**src/rtl/spi_pwm_ctrl.sv**
```systemverilog
// spi_pwm_ctrl: register-write front end for a bank of edge-aligned PWM channels.
//
// Command words arrive from the SPI receive stage (SCK domain). The word-complete
// flag is synchronised into CLK. Each word is an address/value write into staging
// registers. Staging period/duties are copied to the active set at period wrap, or
// on every cycle while disabled, so a PWM cycle never sees a half-applied update.
//
// Ports:
//   CLK          system clock
//   rst_n        asynchronous active-low reset
//   spi_data     16-bit received word {addr[3:0], value[11:0]} (SCK domain, quasi-static)
//   spi_valid    word-complete flag (SCK domain, asynchronous to CLK)
//   pwm_out      PWM outputs, bit i = channel i
//   period_wrap  one-cycle pulse aligned with the last output cycle of each period
//   cmd_ack      one-cycle pulse when a mapped word is decoded
//   cmd_err      one-cycle pulse when a word carries an unmapped address
//   pwm_en       current global enable
module spi_pwm_ctrl #(
  parameter int unsigned NUM_CH       = 4,
  parameter int unsigned SYNC_STAGES  = 2,
  parameter logic [11:0] RESET_PERIOD = 12'hFFF
) (
  input  logic              CLK,
  input  logic              rst_n,
  input  logic [15:0]       spi_data,
  input  logic              spi_valid,
  output logic [NUM_CH-1:0] pwm_out,
  output logic              period_wrap,
  output logic              cmd_ack,
  output logic              cmd_err,
  output logic              pwm_en
);

  localparam int unsigned CW = 12;
  localparam int unsigned AW = 4;
  localparam logic [AW-1:0] ADDR_CTRL   = 4'd0;
  localparam logic [AW-1:0] ADDR_PERIOD = 4'd1;

  typedef struct packed {
    logic [AW-1:0] addr;
    logic [CW-1:0] value;
  } cmd_t;

  // Synchroniser and arrival detection
  logic [SYNC_STAGES-1:0] sync_q, sync_d;
  logic                   hist_q, hist_d;
  logic                   arrive_c;

  // Decode
  cmd_t              cmd_c;
  logic              wr_ctrl_c;
  logic              wr_period_c;
  logic [NUM_CH-1:0] wr_duty_c;
  logic              unmapped_c;

  // Register file
  logic                       en_q, en_d;
  logic [CW-1:0]              period_stg_q, period_stg_d;
  logic [CW-1:0]              period_act_q, period_act_d;
  logic [NUM_CH-1:0][CW-1:0]  duty_stg_q, duty_stg_d;
  logic [NUM_CH-1:0][CW-1:0]  duty_act_q, duty_act_d;

  // Counter
  logic [CW-1:0] cnt_q, cnt_d;
  logic          wrap_c;
  logic          load_c;
  logic          clr_c;

  // Registered outputs
  logic [NUM_CH-1:0] pwm_q, pwm_d;
  logic              wrap_q, wrap_d;
  logic              ack_q, ack_d;
  logic              err_q, err_d;

  // Synchroniser chain; arrival is a rising edge at the end of the chain.
  always_comb begin
    sync_d   = {sync_q[SYNC_STAGES-2:0], spi_valid};
    hist_d   = sync_q[SYNC_STAGES-1];
    arrive_c = sync_q[SYNC_STAGES-1] & ~hist_q;
  end

  // Chain and history reset high: a flag still high when reset releases is
  // treated as already seen, so an interrupted word is never accepted late.
  always_ff @(posedge CLK or negedge rst_n) begin
    if (!rst_n) begin
      sync_q <= '1;
      hist_q <= 1'b1;
    end else begin
      sync_q <= sync_d;
      hist_q <= hist_d;
    end
  end

  // Address decode of the word sampled on the arrival cycle.
  always_comb begin
    cmd_c       = cmd_t'(spi_data);
    wr_ctrl_c   = arrive_c && (cmd_c.addr == ADDR_CTRL);
    wr_period_c = arrive_c && (cmd_c.addr == ADDR_PERIOD);
    wr_duty_c   = '0;
    for (int unsigned i = 0; i < NUM_CH; i++) begin
      wr_duty_c[i] = arrive_c && (cmd_c.addr == AW'(i + 2));
    end
    unmapped_c  = arrive_c && !wr_ctrl_c && !wr_period_c && (wr_duty_c == '0);
  end

  // Staging registers and enable.
  always_comb begin
    en_d         = en_q;
    period_stg_d = period_stg_q;
    duty_stg_d   = duty_stg_q;
    if (wr_ctrl_c) begin
      en_d = cmd_c.value[0];
    end
    if (wr_period_c) begin
      period_stg_d = cmd_c.value;
    end
    for (int unsigned i = 0; i < NUM_CH; i++) begin
      if (wr_duty_c[i]) begin
        duty_stg_d[i] = cmd_c.value;
      end
    end
  end

  // Period counter and shadow load. Staging is read from the flops, so a write
  // landing on the wrap edge is picked up only at the following wrap.
  always_comb begin
    wrap_c       = en_q && (cnt_q == period_act_q);
    load_c       = !en_q || wrap_c;
    // CTRL clear bit, or a disable, restarts the count from zero.
    clr_c        = wr_ctrl_c && (cmd_c.value[1] || !cmd_c.value[0]);
    period_act_d = load_c ? period_stg_q : period_act_q;
    duty_act_d   = load_c ? duty_stg_q : duty_act_q;
    if (!en_q || wrap_c || clr_c) begin
      cnt_d = '0;
    end else begin
      cnt_d = cnt_q + CW'(1);
    end
  end

  always_ff @(posedge CLK or negedge rst_n) begin
    if (!rst_n) begin
      en_q         <= 1'b0;
      period_stg_q <= RESET_PERIOD;
      period_act_q <= RESET_PERIOD;
      duty_stg_q   <= '0;
      duty_act_q   <= '0;
      cnt_q        <= '0;
    end else begin
      en_q         <= en_d;
      period_stg_q <= period_stg_d;
      period_act_q <= period_act_d;
      duty_stg_q   <= duty_stg_d;
      duty_act_q   <= duty_act_d;
      cnt_q        <= cnt_d;
    end
  end

  // Output stage: compare against active duties, one cycle behind the counter.
  always_comb begin
    pwm_d = '0;
    for (int unsigned i = 0; i < NUM_CH; i++) begin
      pwm_d[i] = en_q && (cnt_q < duty_act_q[i]);
    end
    wrap_d = wrap_c;
    ack_d  = arrive_c && !unmapped_c;
    err_d  = unmapped_c;
  end

  always_ff @(posedge CLK or negedge rst_n) begin
    if (!rst_n) begin
      pwm_q  <= '0;
      wrap_q <= 1'b0;
      ack_q  <= 1'b0;
      err_q  <= 1'b0;
    end else begin
      pwm_q  <= pwm_d;
      wrap_q <= wrap_d;
      ack_q  <= ack_d;
      err_q  <= err_d;
    end
  end

  assign pwm_out     = pwm_q;
  assign period_wrap = wrap_q;
  assign cmd_ack     = ack_q;
  assign cmd_err     = err_q;
  assign pwm_en      = en_q;

endmodule

```
**config.mk**
```make
export PLATFORM = sky130hd
export DESIGN_NAME = spi_pwm_ctrl
export DESIGN_NICKNAME = d
export VERILOG_FILES = /design/src/rtl/spi_pwm_ctrl.sv
export SDC_FILE = /design/constraint.sdc
export NUM_CORES = 1
export LEC_CHECK = 0
export ABC_AREA = 0
export CORE_ASPECT_RATIO = 1.4
export CORE_MARGIN = 1.5
export CORE_UTILIZATION = 55
export DETAILED_ROUTE_END_ITERATION = 7
export MAX_ROUTING_LAYER = met4
export PLACE_DENSITY = 0.77
export RECOVER_POWER = 100
export SYNTH_ARGS = -nofsm -noshare
export SYNTH_HDL_FRONTEND = slang
export SYNTH_SLANG_ARGS = --single-unit
```
**constraint.sdc**
```tcl
create_clock -name CLK -period 4.93 [get_ports CLK]
set_input_delay 0.986 -clock CLK [delete_from_list [all_inputs] [get_ports CLK]]
set_output_delay 0.986 -clock CLK [all_outputs]
set_load 0.02 [all_outputs]
```
== After elaboration in Yosys (flattened, before gate mapping) ==
Cells that the tools add are included.
Operators by class
  add/sub/neg operators: 1
  order comparisons: 4
  equality and inequality tests: 6
  multiplexer cells: 1
  bitwise logic cells: 2
  reduce and logical (&&, ||, !) cells: 26
Operators by type and width (number)
  12-bit less-than comparator: 4
  1-bit logical AND: 16
  12-bit by 1-bit adder with 12-bit output (second input constant): 1
  12-bit equality test: 1
  12-bit two-way mux: 1
  4-bit by 2-bit equality test with 1-bit output (second input constant): 2
  4-bit by 3-bit equality test with 1-bit output (second input constant): 2
  4-bit zero test: 2
  1-bit zero test: 5
  4-bit by 1-bit equality test with 1-bit output (second input constant): 1
  1-bit logical OR: 3
  1-bit bitwise AND: 1
  1-bit inverter: 1
Storage, ports and cells
  register bits after elaboration: 143
  input bits: 19
  logic and storage cells: 58

== Depth between registers and ports, before layout ==
  depth after elaboration: 9
  gate-level depth with buffers: 7

== Worst setup path before layout ==
OpenSTA, ideal clock, no wires.
  path type: input port to flip-flop
  start point: input spi_data[14]
  end point: register duty_stg_q[13] (netlist name)
  setup time: 125 ps
  arrival time: 1927 ps
  required time: 4805 ps
  slack: 2878 ps
  stages: 4
  buffers on the path: 1
  path through: nor3_1 > nand3_1 > buf_2 > mux2_2
Between the ends
  cells in the longest elaborated chain, start to end: 2
Ends and longest elaborated chain
  start: declaration: line 25  | input logic [15:0] spi_data,
  4-bit by 2-bit equality test with 1-bit output: line 101  | wr_duty_c[i] = arrive_c && (cmd_c.addr == AW'(i + 2));
  1-bit logical AND: line 101
  end signal: assignment: line 152  | duty_stg_q <= duty_stg_d;
  end: declaration: line 60  | logic [NUM_CH-1:0][CW-1:0] duty_stg_q, duty_stg_d;
Every way passes these cells.
A chain may end at the register's enable or synchronous reset.

==> reports/metrics.csv <==
stage,metric,value,unit
min_path,holdCritStartpoint,sync_q[0]$_DFF_PN1_,
clock_network,cts_tree,built,
placed_design,place_hpwl,8.47,mm
worst_setup_path,rr_startpoint,cnt_q[4]$_DFF_PN0_,
clock_network,clock-sinks,143,
clock_network,postCtsSetupBuffers,0,
global_route,antenna_found_initial,0,
synthesis,yosys_register_bits,143,
worst_setup_path,cp_cell_sequence,clkbuf_2 -> buf_4,
global_route,grt_max_degree,111,
detailed_routing,vias_per_cell,5.60,
detailed_routing,drt_iter0_drc,184,
global_route,grt-ovfl-total,0,
floorplanning,die_w,95.9,um
synthesis,mappedNetlistNets,565,
final_layout,syn_to_final_growth,13.7,%
timing,worst_slew_pin_slew,2650,ps
final_layout,fin_cells,693,
floorplanning,io_pins,27,
worst_setup_path,start_kind,primary input,
detailed_routing,drc,0,
detailed_routing,first_pass_iters,4,
timing,max_freq,334,MHz
clock_network,worst_skew_pair.late_latency,420,ps
synthesis,ys_types,31,
worst_setup_path,cp.required,5440,ps
final_layout,fin_nets,597,
detailed_routing,via_count,3881,
worst_setup_path,ff2ff_setup_slack,2330,ps
outcome,violations,"max-capacitance violations, max-slew violations",
synthesis,netlist_instances,501,
synthesis,ys_seq_area_frac,0.543,
timing,timing.hold.ws,362,ps
power_and_ir_drop,power.leakage,3.64,nW
worst_setup_path,cp_slowest_cell,clkbuf_2,
timing,slew_headroom,-0.769,
placed_design,numPortBuffers,26,
final_layout,layout-drive-gt1-share,0.321,
clock_network,holdBufCountCts,0,
global_route,grt_first_pass_wirelength,21.4,mm
detailed_routing,postRouteAntennaNets,0,
timing,final.min_clock_period,2990,ps
timing,fin_setup_tns,0,ps
synthesis,avgSynthCellArea,13.3,sq um
final_layout,layout_common_cells,"dfrtp_1 (116), mux2_2 (114), inv_1 (48), ha_1 (45), dfstp_2 (26)",
worst_setup_path,r2r_cells,5,
clock_network,clk_pin_slew,50,ps
timing,post-route-period-util,0.607,
final_layout,final_core_util,0.640,
global_route,grt_pass1_vias,4134,
clock_network,htree_levels,4,
timing,final-hold-violation-count,0,
power_and_ir_drop,finalPower,3.57,mW
clock_network,clockBufferDepth,2,
clock_network,cts-root-buf,clkbuf_16,
clock_network,cts_resized,0,
power_and_ir_drop,peakVddDrop,268,uV
worst_setup_path,arrival,3500,ps
outcome,status,"complete, but fails checks",
detailed_routing,wire_per_inst,18.7,um
timing,skew,6.78,ps
worst_setup_path,path_buf_inv,2,
timing,finalMaxSlewViolations,111,
min_path,whs_endpoint,sync_q[1]$_DFF_PN1_,
timing,rsz0062_at_grt,no,
worst_setup_path,path_class,in -> async,
worst_setup_path,end_kind,asynchronous set/reset pin,
min_path,holdCritPathClass,reg -> reg,
timing,setup_viol,0,
floorplanning,initial_core_util,0.563,
placed_design,gp_congestion,0.830,
worst_setup_path,reg2reg_to,duty_act_q[18]$_DFFE_PN0P_,
power_and_ir_drop,cellPowerDensity,472,nW/um^2
worst_setup_path,cp_max_fo,110,
detailed_routing,wl,12.9,mm
worst_setup_path,cpPeakStageDelay,1830,ps
final_layout,layout_commonest_cell,dfrtp_1,
min_path,holdPathStages,0,
synthesis,yosysWarnings,0,
final_layout,antenna_cells,0,
clock_network,cts_buffers,17,
synthesis,syn_area,6650,sq um
worst_setup_path,crit_family,buffers and inverters,
floorplanning,die_area,12800,sq um
flow_run,max_cap_viol_count,1,
floorplanning,die_y,133,um
floorplanning,rows,47,
placed_design,place_inst,661,
floorplanning,core,11800,sq um
global_route,grt_usage,0.235,
-- sequential cells by signal, summed over array words and instances (netlist names), 2 cells and up --
register      cells
cnt_q            12
duty_act_q       48
duty_stg_q       48
period_act_q     12
period_stg_q     12
pwm_out           4
sync_q            2
-- stage by stage --
step,setup WS (ps),instance area [sq um]
after floorplan,2880,6650
after global placement,1800,6990
after detailed placement,1790,6990
after CTS,2220,7570
after global routing,1460,7560
final,1940,7560
-- cell usage after synthesis (all sizes together) --
library cell / count / area (sq um)
nor3b: 2 / 15.0
dfstp: 27 / 709
dfrtp: 116 / 2900
nand2: 11 / 48.8
a21o: 8 / 60.1
o21ai: 8 / 40.0
nand4: 2 / 12.5
nor2b: 6 / 37.5
clkbuf: 3 / 11.3
ha: 45 / 563
nand2b: 5 / 31.3
nand3: 5 / 25.0
xnor2: 8 / 70.1
a21oi: 17 / 85.1
a221o: 4 / 40.0
nand3b: 5 / 37.5
buf: 11 / 98.9
and4: 8 / 70.1
and3: 1 / 6.26
and2: 1 / 6.26
inv: 48 / 180
o211ai: 1 / 7.51
nor4: 3 / 25.0
nor2: 19 / 71.3
xor2: 14 / 123
mux2: 121 / 1360
nor3: 2 / 10.0
-- power breakdown --
part | switching [mW] | internal [mW]
Sequential | 0.155 | 1.48
Clock | 0.468 | 0.763
Combinational | 0.336 | 0.368
Total | 0.960 | 2.61
-- worst max-delay path by stage --
stage | start | endpoint | slack, ps | cells after the start
after floorplan | spi_data[14] | duty_stg_q[13]$_DFFE_PN0P_ | 2880 | 4
after global placement | spi_data[14] | duty_stg_q[16]$_DFFE_PN0P_ | 1800 | 4
after detailed placement | spi_data[14] | duty_stg_q[21]$_DFFE_PN0P_ | 1790 | 4
after CTS | spi_data[14] | duty_stg_q[3]$_DFFE_PN0P_ | 2220 | 4
after global routing | rst_n | period_stg_q[5]$_DFFE_PN1N_ | 1460 | 2
final | rst_n | period_act_q[4]$_DFFE_PN1P_ | 1940 | 2
-- layer usage --
layer	GRT usage	vias to the layer above	wire length [um]
li1	-	1802	-
met1	0.283	1988	5360
met2	0.389	63	6920
met3	0.0462	28	347
met4	0.0858	0	299
met5	-	-	0
-- logic make-up (layout without fill, tap and decap cells) --
kind of cell             count (synthesis)  in the layout  synth area share
multiplexers                           121            121             0.205
XOR/XNOR                                22             22            0.0290
adder cells (fa/ha/maj)                 45             45            0.0847
flip-flops                             143            143             0.543
AO/OA/AOI/OAI                           38             38            0.0350
AND/OR/NAND/NOR                         70             70            0.0596
buffers and inverters                   62            107            0.0437
-- final cells by class --
| type | instances | area, sq um |
|---|---|---|
| clock buffer | 20 | 457 |
| clock inverter | 12 | 118 |
| fill | 853 | 4260 |
| inverter | 48 | 180 |
| multi-input combinational | 296 | 2750 |
| sequential | 143 | 3610 |
| tap | 147 | 184 |
| timing repair buffer | 27 | 263 |
Note: power is estimated with default switching activity, not from simulation.
